===== config.mk =====
export PLATFORM = sky130hd
export DESIGN_NAME = autosym_lin_projector_flat
export DESIGN_NICKNAME = d
export VERILOG_FILES = /design/src/rtl/autosym_lin_projector_pkg.sv /design/src/rtl/autosym_lin_projector_if.sv /design/src/rtl/autosym_lin_projector_gf2_dot.sv /design/src/rtl/autosym_lin_projector.sv /design/src/flat_wrapper.sv
export SDC_FILE = /design/constraint.sdc
export NUM_CORES = 1
export LEC_CHECK = 0
export CAP_MARGIN = 20
export CORE_MARGIN = 2
export CORE_UTILIZATION = 40
export CTS_CLUSTER_DIAMETER = 60
export DETAILED_ROUTE_END_ITERATION = 12
export GPL_ROUTABILITY_DRIVEN = 0
export PLACE_DENSITY_LB_ADDON = 0.12
export SETUP_SLACK_MARGIN = 0.1
export SLEW_MARGIN = 10
export SYNTH_ARGS = -nofsm -noshare
export SYNTH_HDL_FRONTEND = slang
export SYNTH_SLANG_ARGS = --single-unit
export TNS_END_PERCENT = 30

===== constraint.sdc =====
create_clock -name clk -period 3.95 [get_ports clk]
set_clock_uncertainty 0.15 [all_clocks]
set_input_delay 0.79 -clock clk [delete_from_list [all_inputs] [get_ports clk]]
set_output_delay 0.79 -clock clk [all_outputs]
set_load 0.05 [all_outputs]

===== src/rtl/autosym_lin_projector_pkg.sv =====
// Shared constants, FSM state type and the identity-row helper for the
// autosymmetric linear projector.
package autosym_pkg;

    localparam int N_IN_DEF  = 16;
    localparam int N_OUT_DEF = 14;
    localparam int ROW_MAX_W = 64;

    typedef enum logic [1:0] {
        IDLE    = 2'd0,
        COMPUTE = 2'd1,
        HOLD    = 2'd2
    } state_t;

    // Callers truncate to their own row width.
    function automatic logic [ROW_MAX_W-1:0] identity_row(input int idx);
        identity_row = {{(ROW_MAX_W-1){1'b0}}, 1'b1} << idx;
    endfunction

endpackage


===== src/rtl/autosym_lin_projector_if.sv =====
// Vector-in / vector-out valid-ready stream bundle for the projector.
interface autosym_lin_projector_if #(
    parameter int N_IN  = 16,
    parameter int N_OUT = 14
);
    logic              in_valid;
    logic              in_ready;
    logic [N_IN-1:0]   in_vec;
    logic              out_valid;
    logic              out_ready;
    logic [N_OUT-1:0]  out_vec;

    modport master (
        output in_valid, in_vec, out_ready,
        input  in_ready, out_valid, out_vec
    );

    modport slave (
        input  in_valid, in_vec, out_ready,
        output in_ready, out_valid, out_vec
    );
endinterface


===== src/rtl/autosym_lin_projector_gf2_dot.sv =====
// GF(2) inner product: masked AND followed by XOR reduction.
module gf2_dot #(
    parameter int N_IN = 16
) (
    input  logic [N_IN-1:0] mask,
    input  logic [N_IN-1:0] vec,
    output logic            parity
);
    assign parity = ^(mask & vec);
endmodule


===== src/rtl/autosym_lin_projector.sv =====
// Serial GF(2) projector y = A*x, one matrix row per clock.
// Optional AUTOSYM_AFFINE_EN adds a per-row constant bit (affine projection).
module autosym_lin_projector
    import autosym_pkg::*;
#(
    parameter int N_IN  = N_IN_DEF,
    parameter int N_OUT = N_OUT_DEF
) (
    input  logic                                         clk,
    input  logic                                         rst,
    input  logic                                         cfg_we,
    input  logic [(N_OUT > 1 ? $clog2(N_OUT) : 1)-1:0]   cfg_addr,
    input  logic [N_IN-1:0]                              cfg_data,
`ifdef AUTOSYM_AFFINE_EN
    input  logic                                         cfg_cbit,
`endif
    output logic                                         cfg_busy,
    autosym_lin_projector_if.slave                       io
);
    localparam int CNT_W = (N_OUT > 1) ? $clog2(N_OUT) : 1;

    state_t              state_q, state_d;
    logic [CNT_W-1:0]    cnt_q, cnt_d;
    logic [N_IN-1:0]     x_q, x_d;
    logic [N_OUT-1:0]    acc_q, acc_d;
    logic [N_IN-1:0]     rows_q [N_OUT];
    logic [N_IN-1:0]     rows_d [N_OUT];
    logic [N_OUT-1:0]    cbit_q, cbit_d;
    logic                in_ready_q, in_ready_d;
    logic                out_valid_q, out_valid_d;
    logic                cfg_busy_q, cfg_busy_d;
    logic                dot_bit;
    logic                row_bit;

    gf2_dot #(.N_IN(N_IN)) u_dot (
        .mask   (rows_q[cnt_q]),
        .vec    (x_q),
        .parity (dot_bit)
    );

    assign row_bit = dot_bit ^ cbit_q[cnt_q];

    always_comb begin
        state_d = state_q;
        cnt_d   = cnt_q;
        x_d     = x_q;
        acc_d   = acc_q;
        rows_d  = rows_q;
        cbit_d  = cbit_q;
        case (state_q)
            IDLE: begin
                // The write lands on the same edge as an accept, so the
                // accepted vector already sees the new row.
                if (cfg_we && (int'(cfg_addr) < N_OUT)) begin
                    rows_d[cfg_addr] = cfg_data;
`ifdef AUTOSYM_AFFINE_EN
                    cbit_d[cfg_addr] = cfg_cbit;
`endif
                end
                if (io.in_valid && in_ready_q) begin
                    x_d     = io.in_vec;
                    acc_d   = '0;
                    cnt_d   = '0;
                    state_d = COMPUTE;
                end
            end
            COMPUTE: begin
                acc_d[cnt_q] = row_bit;
                if (cnt_q == CNT_W'(N_OUT - 1)) begin
                    cnt_d   = '0;
                    state_d = HOLD;
                end else begin
                    cnt_d = cnt_q + CNT_W'(1);
                end
            end
            HOLD: begin
                if (io.out_ready) state_d = IDLE;
            end
            default: state_d = IDLE;
        endcase
        in_ready_d  = (state_d == IDLE);
        out_valid_d = (state_d == HOLD);
        cfg_busy_d  = (state_d != IDLE);
    end

    always_ff @(posedge clk) begin
        if (rst) begin
            state_q     <= IDLE;
            cnt_q       <= '0;
            acc_q       <= '0;
            cbit_q      <= '0;
            in_ready_q  <= 1'b1;
            out_valid_q <= 1'b0;
            cfg_busy_q  <= 1'b0;
            for (int i = 0; i < N_OUT; i++) begin
                rows_q[i] <= N_IN'(identity_row(i));
            end
        end else begin
            state_q     <= state_d;
            cnt_q       <= cnt_d;
            acc_q       <= acc_d;
            cbit_q      <= cbit_d;
            in_ready_q  <= in_ready_d;
            out_valid_q <= out_valid_d;
            cfg_busy_q  <= cfg_busy_d;
            rows_q      <= rows_d;
        end
    end

    // The latched operand needs no reset: it is always loaded before use.
    always_ff @(posedge clk) begin
        x_q <= x_d;
    end

    assign io.in_ready  = in_ready_q;
    assign io.out_valid = out_valid_q;
    assign io.out_vec   = acc_q;
    assign cfg_busy     = cfg_busy_q;

endmodule


===== src/flat_wrapper.sv =====
// flat-port wrapper written by rule: the top's interface ports become plain ports
module autosym_lin_projector_flat import autosym_pkg::*;
#(
    parameter int N_IN  = N_IN_DEF,
    parameter int N_OUT = N_OUT_DEF
)
  (clk, rst, cfg_we, cfg_addr, cfg_data, cfg_busy, io_in_valid, io_in_vec, io_out_ready, io_in_ready, io_out_valid, io_out_vec);
  autosym_lin_projector_if #(.N_IN(N_IN), .N_OUT(N_OUT)) io_i ();
  input  logic clk;
  input  logic rst;
  input  logic cfg_we;
  input  logic [(N_OUT > 1 ? $clog2(N_OUT) : 1)-1:0] cfg_addr;
  input  logic [N_IN-1:0] cfg_data;
  output logic cfg_busy;
  input wire logic [$bits(io_i.in_valid)-1:0] io_in_valid;
  input wire logic [$bits(io_i.in_vec)-1:0] io_in_vec;
  input wire logic [$bits(io_i.out_ready)-1:0] io_out_ready;
  output wire logic [$bits(io_i.in_ready)-1:0] io_in_ready;
  output wire logic [$bits(io_i.out_valid)-1:0] io_out_valid;
  output wire logic [$bits(io_i.out_vec)-1:0] io_out_vec;
  assign io_i.in_valid = io_in_valid;
  assign io_i.in_vec = io_in_vec;
  assign io_i.out_ready = io_out_ready;
  assign io_in_ready = io_i.in_ready;
  assign io_out_valid = io_i.out_valid;
  assign io_out_vec = io_i.out_vec;
  autosym_lin_projector #(.N_IN(N_IN), .N_OUT(N_OUT)) u_core (.clk(clk), .rst(rst), .cfg_we(cfg_we), .cfg_addr(cfg_addr), .cfg_data(cfg_data), .cfg_busy(cfg_busy), .io(io_i));
endmodule

# Word-level counts from Yosys, hierarchy flattened
# Memories as Yosys holds them, arrays and structs flattened. A register that Yosys moved wholly into a read port is not among the register bits.
# Cells that the tools add are included.
# totals
in_bits,41
romBits,16
n_memories,1
reg_bits,263
# mem_list
name,words,word_bits,rd,rd_ports_with_merged_regs,wr,line_no,rtl
(name not given),16,1,1,1,0,autosym_lin_projector.sv:41,assign row_bit = dot_bit ^ cbit_q[cnt_q];
# classes
n_addsub,1
reduce_logical,12
bitwise,4
order_cmp,6
eq_ne,5
n_mux,21
# ops
cell,n
$bwmux 224,1
$bmux 16 s4,1
$demux 16 s4,1
$mux 16,3
$pmux 14 s2,1
$and 16x16->16,1
$mux 4,4
$reduce_xor 16->1,1
$bwmux 14,1
$mux 14,1
$ge 5x5->1 const B,2
$not 4->5,2
$pmux 4 s2,1
$mux 2,3
$pmux 2 s3,1
$reduce_and 2->1,3
$lt 4x5->1 const B,1
$lt 5x1->1 const B,1
$add 4x1->4 const B,1
$demux 1 s4,1
$eq 2x2->1 const B,2
$eq 4x4->1 const B,1
$ge 4x1->1 const B,1
$logic_and 1x1->1,4
other kinds (7),10

# Depth between registers and ports, before layout
# Gate-level depths: netlist (run 1).
# logic_depth
word_depth,9
ltp_mapped,13
depth_no_buf,8

# Modules after synthesis
# Synthesis (run 1) repeated with hierarchy kept, for this count alone.
# unflattened
cells_unflattened,1166
area_unflattened_um2,11568.6
# by_module_without_submodules
module,seq_area_each_um2,cells_each,instances,area_per_inst_um2
autosym_lin_projector,5425.2,1135,1,11377.2
gf2_dot,0.0,31,1,191.4

# Least setup slack after synthesis (run 1)
# No wires, ideal clock.
# synth_path
path_kind,reg-to-reg
startpoint,reg u_core.cnt_q[1]
endpoint,reg u_core.acc_q[10] (netlist: u_core.io.out_vec[10])
arrival_ps,2791
synth_period_minus_slack_ps,3026
required_time_ps,3715
n_path_buf,4
path_slack_ps,924
path_stages_with_launch,12
setup_ps,85
cell_sequence,dfxtp_1 -> buf_6 -> buf_4 -> buf_4 -> mux2i_1 -> o22ai_1 -> o31ai_1 -> xor2_1 -> xnor3_1 -> xnor3_2 -> buf_6 -> o31ai_2
# synth_via
elab_chain_cells,9
elab_cells_between_ends,14
classes_between,order compare: 2; mux: 7; bitwise: 3; reduce/logical: 2
# synth_lines
element,line_no,rtl
"start, declared",autosym_lin_projector.sv:23,"logic [CNT_W-1:0] cnt_q, cnt_d;"
"start signal, assigned",autosym_lin_projector.sv:100,cnt_q <= cnt_d;
$not 4->5 (implied by the code),autosym_lin_projector.sv:36,".mask (rows_q[cnt_q]),"
$bmux 16 s4,autosym_lin_projector.sv:36,
$mux 16 (implied by the code) (2 in a row),autosym_lin_projector.sv:36,
$and 16x16->16,autosym_lin_projector_gf2_dot.sv:9,assign parity = ^(mask & vec);
$reduce_xor 16->1,autosym_lin_projector_gf2_dot.sv:9,
$xor 1x1->1,autosym_lin_projector.sv:41,
$bwmux 14 *,autosym_lin_projector.sv:68,acc_d[cnt_q] = row_bit;
$pmux 14 s2 *,autosym_lin_projector.sv:50,case (state_q)
"end signal, assigned",autosym_lin_projector.sv:90,acc_q <= '0;
"end signal, assigned",autosym_lin_projector.sv:101,acc_q <= acc_d;
"end, declared",autosym_lin_projector.sv:25,"logic [N_OUT-1:0] acc_q, acc_d;"
# Every way passes the cells marked *; elsewhere a longest branch is shown, timed or not. The select of a mux whose other input is x is not followed.
# A chain may end at the register's enable or synchronous reset.

# Worst setup path in the final report (run 1)
# layout_path
startpoint,reg u_core.cnt_q[2]
endpoint,reg u_core.acc_q[13] (netlist: u_core.io.out_vec[13])
# Same word-level chain as after synthesis.

==> results of run 1 <==
## cell type report
| cell class | instances | share of cell area, % |
|---|---|---|
| Multi-Input combinational cell | 968 | 41.13 |
| Sequential cell | 263 | 40.43 |
| Clock buffer | 38 | 6.339 |
| Inverter | 8 | 0.2234 |
| Tap cell | 378 | 3.519 |
| Timing Repair Buffer | 97 | 6.823 |
| Clock inverter | 17 | 1.536 |
## how the worst max path moves through the flow
stage	slack (ps)	end	startpoint
finish	260	u_core.io.out_vec[13]	u_core.cnt_q[2]
global route	120	u_core.io.out_vec[13]	u_core.cnt_q[2]
CTS	190	u_core.io.out_vec[13]	u_core.cnt_q[1]
detailed placement	170	u_core.io.out_vec[0]	u_core.cnt_q[1]
global placement	220	u_core.io.out_vec[0]	u_core.cnt_q[1]
floorplan	920	u_core.io.out_vec[10]	u_core.cnt_q[1]
## flip-flops by register name, summed over array words and instances, names as in the netlist
register,count
u_core.io.in_ready,1
u_core.cnt_q,4
u_core.x_q,16
u_core.io.out_valid,1
u_core.state_q,2
u_core.io.out_vec,14
u_core.cfg_busy,1
u_core.rows_q,224
## worst min-delay path, cell delays in order (launching register included)
cell and delay (ps):
dfxtp_1 310, nand2_1 50, a21oi_1 50
## layer usage
layer,part of all wire (%),vias to the layer above,wire length (um)
met3,3.9,57,1403
met2,45,206,16090
met4,2.4,0,869
met5,0,-,0
li1,-,4627,-
met1,48,4650,17240
## what timing repair did
action | CTS | global route
gates resized for setup | 0 | 1
buffers inserted | 0 | 1
setup endpoints to repair | 0 | 14
## cells in the final DEF, fill, tap and decap left out, types with 3 or more instances in the layout
cell and instances:
nand2_1 433, dfxtp_1 244, a21oi_1 208, mux2i_1 73
clkdlybuf4s50_1 56, nor2_1 48, buf_4 37, nand3_1 35
clkbuf_16 31, mux4_2 20, o22ai_1 19, mux2_2 16
edfxtp_1 16, nand3b_1 15, nor2b_1 10, o31ai_1 9
inv_1 8, o21ai_0 8, o31ai_2 8, o22a_1 7
clkinv_2 7, nand2b_1 5, xnor2_1 5, nor4b_1 5
clkbuf_8 5, o31ai_4 4, bufinv_16 4, nand4_1 3
and2_1 3, nor3_1 3, nor3_2 3, xnor3_1 3
## logic make-up after synthesis
logic type      after synthesis  share of synthesized area [%]
compound gates              276                          14.14
xor+xnor                     11                          1.334
buf+inv                     112                          4.396
flops                       263                          47.41
mux                         110                          12.13
simple gates                571                          20.59
## metrics by stage
step,area [um2],total power (W)
2_1_floorplan,11440,0.003124
3_3_place_gp,12350,0.003297
3_5_place_dp,12350,0.003298
4_1_cts,13410,0.006246
5_1_grt,13440,0.006381
6_report,13440,0.006206
## report_power, final
part           total, W  switching (W)  internal (W)
Combinational  0.000478       0.000319      0.000159
Sequential      0.00276      0.0000384       0.00273
Clock           0.00296        0.00117       0.00179
==> out/results.ini, run 1 <==
[cts]
cts_buffers=31
hold_buffers=0
cts.clk_slew.worst_paths_ps=60
clockBufferDepth=3
tritoncts=built
cts.sinks=263
cts_max_level=1
cts_root_buf=clkbuf_16
clock_latency_ps=550

[yosys]
ys_seq_elements=263
synth_most_common_cell=nand2_1
synth-edff-count=16
yosysSeqAreaShare_pct=47.41
synth_top_area_share_pct=43.21
synthArstFlopShare_pct=0
yosysUniqueCellTypes=49
synthTopCellsByArea=dfxtp_1 (43%), nand2_1 (14%), a21oi_1 (9.1%), mux2i_1 (6.4%), edfxtp_1 (4.2%)
syn-cell-area_um2=11440
netlist_top_cells_count=nand2_1 (433), dfxtp_1 (247), a21oi_1 (208), clkbuf_1 (80), mux2i_1 (73)
synthCells=1343
ys.flop_type=dfxtp_1
synth_nets=1384
yosysTopAreaCell=dfxtp_1
avgSynthCellArea_um2=8.520
synth_warnings=0

[floorplan]
dieArea_um2=29970
fp-row-count=61
die_h_um=173.1
fp.dieW_um=173.1
pin_count=58
coreArea_um2=28010
start_util_pct=40.85

[finish]
seq_area_um2=5434
layout-drive-gt1-share_pct=10.86
multi_input_area_um2=5529
syn2layout_area_growth_pct=17.47
fillers=2715
fin_cells=1769
num-nets-final=1410
insertedDiodeCount=0
utilization_pct=47.99

[worst_setup_path]
cp_cell_sequence=buf_4 -> mux4_2 -> o22ai_1 -> a211oi_1 -> o31ai_1 -> xnor3_1 -> xnor3_1 -> xnor3_2 -> o31ai_1
cp.buffers_inverters=1
crit_slowest_cell=dfxtp_2
worst-path-stages=9
start_kind=flip-flop
critPathKind=reg -> reg
r2r-end=u_core.io.out_vec[13]
rrSetupSlack_ps=260
reg2reg_depth=9
cpLargestDelayFamily=XOR/XNOR gates
cp_slowest_stage_delay_ps=570
crit_path_max_fanout=19
r2r_start=u_core.cnt_q[2]
required_ps=4260
arrival_ps=4010
endpoint_kind=flip-flop

[detailed_routing]
postRouteAntennaNets=0
drc=0
wl_per_cell_um=20.13
drt_pre_antenna_iters=7
num_vias=9540
drtIter0Drc=793
drt-total-wl_um=35600
vias_per_cell=5.393

[sta]
maxSlewViolCount=0
finalHoldViolCount=0
rsz0062_at_grt=false
slew_headroom_pct=34.54
fin_setup_tns_ps=0
finalCritPeriodShare_pct=93.51
hold_slack_ps=302.7
tightest_slew_ps=982.0
layout_setup_ws_ps=256.5
clock.fmax_ghz=0.2707
fin_crit_ps=3694
setup_viol=0

[placement]
dp_cells=1713
dpl.hpwl_um=22870
io_buffer_count=57
dp_slack_ps=171.2

[worst_hold_path]
hold_depth=2
hold_end=u_core.rows_q[137]
hp-class=reg -> reg
hp-start=u_core.rows_q[137]

[global_routing]
grt_pass1_vias=9154
grt_use_total_pct=23.19
antenna_found_initial=0
use_met3_pct=3.012
busiest_layer=met2
overflow=0
grt_max_degree=164
use_met1_pct=33.53
use_met2_pct=36.45
grt_pass1_wl_um=55310

[run]
max-cap-violations=0

[power]
ir_drop_mv=0.3366
leakagePower_nw=4.483
power.density_nw_per_um2=461.7

[run_status]
status=complete, no violations

No activity file was read; power rests on OpenSTA's default activity.
==> run 2, diff against run 1 <==
--- a/config.mk
+++ b/config.mk
@@ -11,7 +11,8 @@
 export CTS_CLUSTER_DIAMETER = 60
 export DETAILED_ROUTE_END_ITERATION = 12
 export GPL_ROUTABILITY_DRIVEN = 0
-export PLACE_DENSITY_LB_ADDON = 0.12
+export PLACE_DENSITY_LB_ADDON = 0.3
+export REMOVE_ABC_BUFFERS = 1
 export SETUP_SLACK_MARGIN = 0.1
 export SLEW_MARGIN = 10
 export SYNTH_ARGS = -nofsm -noshare
==> run 2 against run 1 <==
Worst setup slack better by 58 ps. Utilization is 0.49 points lower. Global-route usage is 1.2 points lower. Hold slack worse by 1.2 ps. Critical path type unchanged. Critical endpoint is now u_core.io.out_vec[1].
==> out/results.ini, run 2 (synthesis gave the netlist of run 1 again) <==
[global_routing]
grt_pass1_vias=9231  ; was 9154
antenna_found_initial=0  ; unchanged
grt_max_degree=131  ; was 164
grt_pass1_wl_um=52730  ; was 55310 um
overflow=0  ; unchanged
grt_use_total_pct=21.94  ; was 23.19%

[worst_setup_path]
crit_slowest_cell=dfxtp_4  ; was dfxtp_2
arrival_ps=3940  ; was 4010 ps
cp_slowest_stage_delay_ps=620  ; was 570 ps
crit_path_max_fanout=22  ; was 19
start_kind=flip-flop  ; unchanged
required_ps=4250  ; was 4260 ps
cpMostUsedCell=xnor3_1
endpoint_kind=flip-flop  ; unchanged
critPathKind=reg -> reg  ; unchanged
cp_cell_sequence=nand3b_1 -> buf_12 -> o22ai_1 -> o21ai_0 -> o41ai_1 -> xnor3_1 -> xnor3_1 -> xnor3_2 -> o31ai_1  ; was buf_4 -> mux4_2 -> o22ai_1 -> a211oi_1 -> o31ai_1 -> xnor3_1 -> xnor3_1 -> xnor3_2 -> o31ai_1

[finish]
final_cell_mix=nand2_1 (433), dfxtp_1 (244), a21oi_1 (208)  ; unchanged
num-nets-final=1403  ; was 1410
largest_register_ffs=224  ; unchanged
syn2layout_area_growth_pct=16.27  ; was 17.47%
final_common_cell=nand2_1  ; unchanged
largest-register=u_core.rows_q  ; unchanged
layout-drive-gt1-share_pct=10.19  ; was 10.86%
insertedDiodeCount=0  ; unchanged

[power]
power.density_nw_per_um2=442.6  ; was 461.7 nW/um2
leakagePower_nw=4.401  ; was 4.483 nW
ir_drop_mv=0.2723  ; was 0.3366 mV

[sta]
tightest_slew_ps=953.5  ; was 982.0 ps
fin_crit_ps=3636  ; was 3694 ps
finalHoldViolCount=0  ; unchanged
fin_setup_tns_ps=0  ; unchanged
slew_headroom_pct=36.20  ; was 34.54%
setup_viol=0  ; unchanged
finalCritPeriodShare_pct=92.05  ; was 93.51%
maxSlewViolCount=0  ; unchanged
clock.fmax_ghz=0.2750  ; was 0.2707 GHz
layout_setup_ws_ps=314.0  ; was 256.5 ps
rsz0062_at_grt=false  ; unchanged

[detailed_routing]
wl_per_cell_um=19.02  ; was 20.13 um
drtIter0Drc=787  ; was 793
vias_per_cell=5.436  ; was 5.393
drc=0  ; unchanged
drt-total-wl_um=33520  ; was 35600 um
num_vias=9578  ; was 9540
drt_pre_antenna_iters=5  ; was 7
postRouteAntennaNets=0  ; unchanged

[cts]
tritoncts=built  ; unchanged
cts.clk_slew.worst_paths_ps=60  ; about the same
clock_latency_ps=550  ; about the same
post_cts_buffers=0  ; unchanged
cts.sinks=263  ; unchanged
hold_buffers=0  ; unchanged
cts_root_buf=clkbuf_16  ; unchanged
cts_max_level=1  ; unchanged
post_cts_resized=0  ; unchanged
cts_buffers=29  ; was 31
clockBufferDepth=3  ; unchanged

[placement]
io_buffer_count=57  ; unchanged
dpl.hpwl_um=21390  ; was 22870 um
dp_slack_ps=361.7  ; was 171.2 ps

[run_status]
status=complete, no violations  ; unchanged

[floorplan]
fp.dieW_um=173.1  ; unchanged
start_util_pct=40.85  ; unchanged
fp-row-count=61  ; unchanged
coreArea_um2=28010  ; unchanged
dieArea_um2=29970  ; unchanged
pin_count=58  ; unchanged
die_h_um=173.1  ; unchanged

[worst_hold_path]
hp-class=reg -> reg  ; unchanged

[run]
max-cap-violations=0  ; unchanged

[run 2: cell types whose count changed in the layout (fill, tap and decap cells not counted), sizes merged]
cell	previous run	this run
buf	41	36
bufinv	4	2
clkinvlp	1	2
inv	11	10
[run 2: final cells by class]
cell class | count | area [um2]
inverters | 8 | 30.03
clock buffers | 38 | 789.5
multi-input cells | 968 | 5529
repair buffers | 92 | 909.6
clock inverters | 15 | 141.4
flip-flops and latches | 263 | 5431
fillers | 2739 | 14710
well taps | 378 | 473.0
[run 2: per-stage QoR]
stage          power, W  hold slack [ps]  cells  utilization (%)  area [um2]
2_1_floorplan  0.003045            275.5   1239                -       10970
3_3_place_gp   0.003284            287.4   1709            44.17       12370
3_5_place_dp   0.003285            293.2   1709            44.17       12370
4_1_cts        0.005913            302.9   1762            47.50       13300
5_1_grt        0.006062            315.7   1762            47.50       13300
6_report       0.005889            301.5   1762            47.50       13300
[run 2: per-layer routing]
layer / track usage [%] / share of wire (%) / vias up
li1: - / - / 4606
met1: 30.08 / 45 / 4595
met4: 6.674 / 2.9 / 0
met2: 36.00 / 47 / 308
met5: 0 / 0 / -
met3: 2.990 / 5.5 / 69
[run 2: final timing paths]
check,cells past startpoint,start,slack [ps],to
setup / recovery,9,u_core.cnt_q[1],310,u_core.io.out_vec[1]
hold / removal,2,u_core.rows_q[216],300,u_core.rows_q[216]
setup reg to reg,9,u_core.cnt_q[1],310,u_core.io.out_vec[1]
hold reg to reg,2,u_core.rows_q[216],300,u_core.rows_q[216]
[run 2: power breakdown]
part | switching (W) | internal, W
clock | 0.00112 | 0.00154
sequential | 0.0000381 | 0.00273
combinational | 0.000310 | 0.000160
total | 0.00146 | 0.00443
[run 2: worst max-delay path: cells and delay by family, from the launching register on]
| kind | cells | cell delay, ps |
|---|---|---|
| buffers and inverters | 1 | 190 |
| AO/OA/AOI/OAI | 4 | 1010 |
| XOR/XNOR | 3 | 1190 |
| flip-flops | 1 | 620 |
| AND/OR/NAND/NOR | 1 | 380 |
